===== src/rtl/spi_reg_frame.sv =====
// Register-file front end for a byte-oriented SPI slave: decodes a command byte,
// then streams writes into, or reads out of, a small byte-wide register file.
module spi_reg_frame #(
   parameter int          ADDR_W      = 4,
   parameter logic [7:0]  STATUS_BYTE = 8'hA5
) (
   input  logic                        Clk,
   input  logic                        Rst,
   input  logic                        Trans_Start,
   input  logic                        Trans_End,
   input  logic                        Recive_Data_Valid,
   input  logic [7:0]                  Recive_Data,
   output logic                        Send_Data_Valid,
   output logic [7:0]                  Send_Data,
   output logic                        Wr_Strobe,
   output logic [ADDR_W-1:0]           Wr_Addr,
   output logic [7:0]                  Wr_Data,
   output logic [8*(2**ADDR_W)-1:0]    Reg_Out,
   output logic [7:0]                  Frame_Cnt,
   output logic                        Busy
);

   localparam int DEPTH = 2**ADDR_W;

   typedef enum logic [1:0] {IDLE, CMD, WRITE, READ} state_t;

   state_t              r_state;
   state_t              w_nextState;
   logic [ADDR_W-1:0]   r_ptr;
   logic [7:0]          r_regs [DEPTH];
   logic                r_readPend;
   logic                r_sendValid;
   logic [7:0]          r_sendData;
   logic                r_wrStrobe;
   logic [ADDR_W-1:0]   r_wrAddr;
   logic [7:0]          r_wrData;
   logic [7:0]          r_frameCnt;
   logic                r_busy;

   always_ff @(posedge Clk) begin
      if (Rst) r_state <= IDLE;
      else     r_state <= w_nextState;
   end

   // Trans_End outranks Trans_Start, which outranks any received byte
   always_comb begin
      w_nextState = r_state;
      if (Trans_End) begin
         w_nextState = IDLE;
      end else if (Trans_Start) begin
         w_nextState = CMD;
      end else if (r_state == CMD && Recive_Data_Valid) begin
         w_nextState = Recive_Data[7] ? READ : WRITE;
      end
   end

   // A read is fetched one cycle after it is requested, so the pointer used is
   // always the one already updated by the command byte or the previous read
   always_ff @(posedge Clk) begin
      if (Rst) begin
         r_ptr       <= '0;
         r_readPend  <= 1'b0;
         r_sendValid <= 1'b0;
         r_sendData  <= 8'h00;
         r_wrStrobe  <= 1'b0;
         r_wrAddr    <= '0;
         r_wrData    <= 8'h00;
         r_frameCnt  <= 8'h00;
         r_busy      <= 1'b0;
         for (int i = 0; i < DEPTH; i++) r_regs[i] <= 8'h00;
      end else begin
         r_sendValid <= 1'b0;
         r_wrStrobe  <= 1'b0;
         r_busy      <= (w_nextState != IDLE);
         if (Trans_End && r_state != IDLE) r_frameCnt <= r_frameCnt + 8'd1;
         if (Trans_End) begin
            r_readPend <= 1'b0;
         end else if (Trans_Start) begin
            r_sendData  <= STATUS_BYTE;
            r_sendValid <= 1'b1;
            r_readPend  <= 1'b0;
         end else if (r_state == CMD) begin
            if (Recive_Data_Valid) begin
               r_ptr      <= Recive_Data[ADDR_W-1:0];
               r_readPend <= Recive_Data[7];
            end
         end else if (r_state == READ) begin
            if (r_readPend) begin
               r_sendData  <= r_regs[r_ptr];
               r_sendValid <= 1'b1;
               r_ptr       <= r_ptr + ADDR_W'(1);
            end
            r_readPend <= Recive_Data_Valid;
         end else if (r_state == WRITE && Recive_Data_Valid) begin
            r_regs[r_ptr] <= Recive_Data;
            r_ptr         <= r_ptr + ADDR_W'(1);
            r_wrStrobe    <= 1'b1;
            r_wrAddr      <= r_ptr;
            r_wrData      <= Recive_Data;
            r_sendData    <= Recive_Data;
            r_sendValid   <= 1'b1;
         end
      end
   end

   always_comb begin
      Reg_Out = '0;
      for (int i = 0; i < DEPTH; i++) Reg_Out[8*i +: 8] = r_regs[i];
   end

   assign Send_Data_Valid = r_sendValid;
   assign Send_Data       = r_sendData;
   assign Wr_Strobe       = r_wrStrobe;
   assign Wr_Addr         = r_wrAddr;
   assign Wr_Data         = r_wrData;
   assign Frame_Cnt       = r_frameCnt;
   assign Busy            = r_busy;

endmodule


===== config.mk =====
export PLATFORM = sky130hd
export DESIGN_NAME = spi_reg_frame
export DESIGN_NICKNAME = d
export VERILOG_FILES = /design/src/rtl/spi_reg_frame.sv
export SDC_FILE = /design/constraint.sdc
export NUM_CORES = 1
export LEC_CHECK = 0
export CAP_MARGIN = 10
export CORE_MARGIN = 5
export CORE_UTILIZATION = 48
export DETAILED_ROUTE_END_ITERATION = 16
export PLACE_DENSITY = 0.81
export SYNTH_ARGS = -nofsm -noshare
export SYNTH_HDL_FRONTEND = slang
export SYNTH_SLANG_ARGS = --single-unit

===== constraint.sdc =====
create_clock -name Clk -period 4.9 [get_ports Clk]
set_input_delay 0.98 -clock Clk [delete_from_list [all_inputs] [get_ports Clk]]
set_output_delay 0.98 -clock Clk [all_outputs]
set_load 0.01 [all_outputs]

==> results of run 1 <==
## layout by cell type (no fill, tap or decap), types with 5 or more instances in the layout
cell type and n:
o21ai_0 9, ha_1 5, nor2_1 26, mux4_1 7, mux2_2 5, dfxtp_1 41, clkbuf_16 17, and2_1 115
nand2_1 47, nor2_2 8, or2_2 19, a21oi_1 27, mux4_2 25, mux2i_1 8, clkdlybuf4s50_1 170, nor3_1 16
edfxtp_1 128
## critical path, delay by kind of cell
kind,cells,cell delay [ps]
AND/OR/NAND/NOR,5,1380
buffers and inverters,1,560
## final timing paths
check / endpoint / cells past startpoint / slack (ps)
worst max-delay path: r_regs[1][4] / 6 / 2090
worst min-delay path: Send_Data[1] / 2 / 460
worst max register to register: r_regs[12][0] / 3 / 2470
worst min register to register: Send_Data[1] / 2 / 460
## layer usage
| layer | vias to the layer above | track usage | part of all wire |
|---|---|---|---|
| met3 | 49 | 0.05551 | 0.096 |
| li1 | 2429 | - | - |
| met2 | 346 | 0.4316 | 0.51 |
| met1 | 2734 | 0.3111 | 0.37 |
| met5 | - | 0 | 0 |
| met4 | 0 | 0.1009 | 0.031 |
## state kept, by name, summed over array words and instances (netlist names), named ones only
name and flops:
Wr_Strobe 1, Send_Data 8, Frame_Cnt 8, r_state 2, r_readPend 1, Send_Data_Valid 1, Busy 1, Wr_Data 8
Wr_Addr 4, r_ptr 4, r_regs 128
## area by class of cell
type | instances | area [sq um] | area share
clock buffers | 17 | 425.4 | 0.04191
flip-flops and latches | 170 | 4686 | 0.4616
multi-input cells | 377 | 2902 | 0.2858
clock inverters | 15 | 123.9 | 0.01220
well taps | 216 | 270.3 | 0.02662
repair buffers | 174 | 1729 | 0.1703
inverters | 4 | 15.01 | 0.001479
## power by group through the flow
stage / sequential, mW / combinational, mW / clock, mW
detailed placement: 1.65 / 0.217 / 0
floorplan: 1.65 / 0.0749 / 0
global route: 1.63 / 0.228 / 1.32
CTS: 1.62 / 0.218 / 1.25
global placement: 1.65 / 0.213 / 0
finish: 1.62 / 0.219 / 1.25
## kinds of logic (layout without fill, tap and decap cells)
family,after synthesis,in the layout,synth area share
AND/OR/NAND/NOR,267,267,0.2012
flip-flops,170,170,0.6026
AO/OA/AOI/OAI,53,53,0.04249
multiplexers,45,45,0.1136
buffers and inverters,41,210,0.02414
XOR/XNOR,7,7,0.007887
adder cells (fa/ha/maj),5,5,0.008048
==> impl_metrics.ini, run 1 <==
[timing]
tns_ps = 0
finalCritPeriodShare = 0.5737
tightest_slew_ps = 1077
rsz0062_at_grt = false
setup_ws_ps = 2089
fin_crit_ps = 2811
max_freq_mhz = 355.7
fin_worst_skew_ps = 13.31
maxSlewHeadroom = 0.2796
drv_slew = 0
whs_ps = 464.3
hold_viol_final = 0
setup_viol = 0

[clocking]
clock-sinks = 170
holdBufCountCts = 0
path_clk_slew_ps = 60
root_buffer = clkbuf_16
cts_tree = done
cts_resized = 0
clk_latency_ps = 430
cts_setup_buffers = 0
numCtsBuffers = 17
htreeDepth = 4
clock_path_buffers = 2

[synthesis]
yosysTopAreaCellShare = 0.4944
syn_inst = 588
avgSynthCellArea_sq_um = 13.22
post-synth-top-count-cell = edfxtp_1
synth_edf_count = 128
synth_area_sq_mm = 0.007774
seq_area_frac_synth = 0.6026
yosys-top-cells-count = edfxtp_1 (128), and2_1 (115), nand2_1 (47)
synthTopCellsByArea = edfxtp_1 (49%), dfxtp_1 (11%), and2_1 (9.3%)
async_flop_share = 0
synth-main-ff-cell = edfxtp_1
syn_nets = 606
synth_top_area_cell = edfxtp_1
ys_seq_elements = 170
synth_warnings = 0
synthDistinctLibCells = 46

[run]
max_cap_violations = 0

[floorplanning]
die-height_microns = 137.3
rows = 46
coreArea_sq_mm = 0.01589
io_pins = 172
dieWidth_microns = 137.3
die_area_sq_mm = 0.01884
initial_utilization = 0.4894

[placed_design]
dpl.hpwl_mm = 17.15
placed_area_sq_mm = 0.009602
portBuffers = 171
post-place-cells = 941
place_worst_setup_slack_ps = 1677
gp_congestion = 0.9261

[outcome]
status = finished, final reports clean

[route]
drt_iter0_drc = 698
vias = 5558
wl_per_cell_microns = 24.05
vias_per_cell = 5.712
first_pass_iters = 5
drt-total-wl_mm = 23.40
drc = 0
ant_nets = 0

[power_and_ir_drop]
peakVddDrop_mv = 0.2617
p_seq_frac = 0.525
p_sw_mw = 0.7105
power.total_mw = 3.098
p_sw_frac = 0.2293
pwr-share-comb = 0.071
internal_power_mw = 2.387
clkPwrFrac = 0.405
powerDensity_mw_per_mm2 = 305.2
p_leak_nw = 3.540

[global_routing]
antenna_found_initial = 0
grt_pass1_vias = 5550
grt_overflow = 0
track_usage = 0.2520
grt_max_degree = 52
grt_pass1_wl_mm = 34.35

[critical_path]
worstPathArrival_ps = 2930
worst_path_largest_cell_delay_ps = 560
worstSetupPathType = primary input to flip-flop
critPathSlowestCell = clkdlybuf4s50_1
cp-end-kind = flip-flop
path_cells = clkdlybuf4s50_1 > or3_4 > nor2_8 > nand2_4 > nor3_4 > or2_2
cp.required_ps = 5020
r2r_start = r_ptr[2]
crit_start = Trans_End
start_kind = primary input
crit_path_max_fanout = 9

[final_layout]
layout-drive-gt1-share = 0.1413
fin_area_sq_mm = 0.01015
final_cells = 973
utilization = 0.6390
antenna_cells = 0
fillCellCount = 1183
area_delta_synth_final_pct = 30.58
fin_nets = 762

[hold_path]
hp-class = flip-flop to flip-flop
hold_start = Send_Data[1]
Note: power is estimated with default switching activity, not from simulation.
==> run 2, diff against run 1 <==
==> constraint.sdc (replaced) <==
create_clock -name Clk -period 2.8 [get_ports Clk]
set_input_delay 0.56 -clock Clk [delete_from_list [all_inputs] [get_ports Clk]]
set_output_delay 0.56 -clock Clk [all_outputs]
set_load 0.01 [all_outputs]
==> run 2 against run 1 <==
Compared with the run above: first-iteration DRC count down 25%; flip-flop and latch count unchanged; clock-buffer cell count up 2; die area unchanged; utilization up 1.5 points; via count up 1.0%; global-route usage down 0.55 points; cell count up 2.4%; sequential share of layout area down 1.0 points; design area up 2.3%; combinational power up 79%; critical endpoint is now r_regs[0][1]; largest cell class unchanged; largest power group unchanged; highest routed layer unchanged.
==> impl_metrics.ini, run 2 (synthesized netlist as in run 1, its figures left out) <==
[outcome]
status = finished, final reports clean

[timing]
tightest_slew_ps = 819.8
fin_worst_skew_ps = 6.032
tns_ps = 0
drv_slew = 0
max_freq_mhz = 440.4
rsz0062_at_grt = false
whs_ps = 453.3
hold_viol_final = 0
fin_crit_ps = 2271
maxSlewHeadroom = 0.4517
finalCritPeriodShare = 0.8110
setup_ws_ps = 529.2
setup_viol = 0

[final_layout]
fillCellCount = 1154
largest_register_ffs = 128
regMostFlops = r_regs
fin_nets = 785
layout-drive-gt1-share = 0.1654
final_cells = 996
mostFrequentLayoutCell = clkdlybuf4s50_1
final_cell_mix = clkdlybuf4s50_1 (170), edfxtp_1 (128), and2_1 (115)
antenna_cells = 0
area_delta_synth_final_pct = 33.57

[route]
vias = 5614
drt-total-wl_mm = 22.72
ant_nets = 0
drc = 0
wl_per_cell_microns = 22.81
drt_iter0_drc = 525
first_pass_iters = 5
vias_per_cell = 5.637

[clocking]
cts_setup_buffers = 0
cts_resized = 0
root_buffer = clkbuf_16
clk_latency_ps = 430
clock-sinks = 170
htreeDepth = 4
clock_path_buffers = 2
numCtsBuffers = 17
holdBufCountCts = 0
cts_tree = done
path_clk_slew_ps = 60

[floorplanning]
die-height_microns = 137.3
dieWidth_microns = 137.3
die_area_sq_mm = 0.01884
rows = 46
io_pins = 172
coreArea_sq_mm = 0.01589
initial_utilization = 0.4894

[hold_path]
hp-class = flip-flop to flip-flop

[critical_path]
path_cells = clkdlybuf4s50_1 > or3_4 > nor2_8 > nand2_4 > nor3_4 > or2_2
worstPathArrival_ps = 2400
worstSetupPathType = primary input to flip-flop
start_kind = primary input
crit_path_max_fanout = 8
critPathTopFamily = simple AND/OR/NAND/NOR gates
cp.required_ps = 2930
worst_path_largest_cell_delay_ps = 500
critical_path_buf_inv_count = 1
cp-end-kind = flip-flop
critPathSlowestCell = clkdlybuf4s50_1

[power_and_ir_drop]
peakVddDrop_mv = 0.4303
p_leak_nw = 3.697
powerDensity_mw_per_mm2 = 546.2
power.total_mw = 5.672

[global_routing]
grt_pass1_vias = 5573
grt_overflow = 0
grt_pass1_wl_mm = 33.67
antenna_found_initial = 0
track_usage = 0.2465
grt_max_degree = 51

[placed_design]
post-place-cells = 964
dpl.hpwl_mm = 16.81
place_worst_setup_slack_ps = 92.97
gp_congestion = 0.9081
portBuffers = 171

[run]
max_cap_violations = 0
-- run 2: changes by cell type in the layout (fill, tap and decap cells not counted), sizes merged --
| cell | delta |
|---|---|
| bufinv | +3 |
| clkinvlp | -3 |
| buf | +23 |
| clkinv | +1 |
| inv | -3 |
| clkbuf | +2 |
-- run 2: per-layer routing --
layer	track usage	up-vias	routed length (microns)
met2	0.4112	312	11430
li1	-	2474	-
met3	0.06209	47	2163
met4	0.1003	0	672
met5	0	-	0
met1	0.3081	2781	8450
-- run 2: final cells by class --
type                       instances  area (sq um)  area share
tap                              216         270.3     0.02603
multi-input combinational        377          2902      0.2794
clock buffer                      19         432.9     0.04169
sequential                       170          4686      0.4513
inverter                           4         15.01    0.001446
timing repair buffer             197          1902      0.1832
clock inverter                    13         176.4     0.01699
-- run 2: final timing paths --
path	startpoint	end	slack, ps	cells past startpoint
max	Trans_Start	r_regs[0][1]	530	6
min	Wr_Data[3]	Wr_Data[3]	450	2
max reg2reg	flip-flop	Send_Data[4]	580	5
min reg2reg	Wr_Data[3]	Wr_Data[3]	450	2
-- run 2: worst reg2reg max path: stages, from the launching register on --
cell and delay (ps):
dfxtp_1 760, mux4_1 680, mux2_2 330, nand2_1 80, a31o_1 160, a21oi_1 70
-- run 2: stage by stage --
| stage | cell area, sq um | utilization |
|---|---|---|
| floorplan | 7774 | - |
| global placement | 9774 | 0.6153 |
| detailed placement | 9774 | 0.6153 |
| CTS | 10380 | 0.6537 |
| global route | 10380 | 0.6537 |
| finish | 10380 | 0.6537 |
-- run 2: power by group --
group | leakage [nW] | total [mW] | switching (mW) | internal [mW]
Sequential | 1.66 | 2.84 | 0.0625 | 2.77
Clock | 0.295 | 2.44 | 0.958 | 1.48
Combinational | 1.74 | 0.392 | 0.200 | 0.192
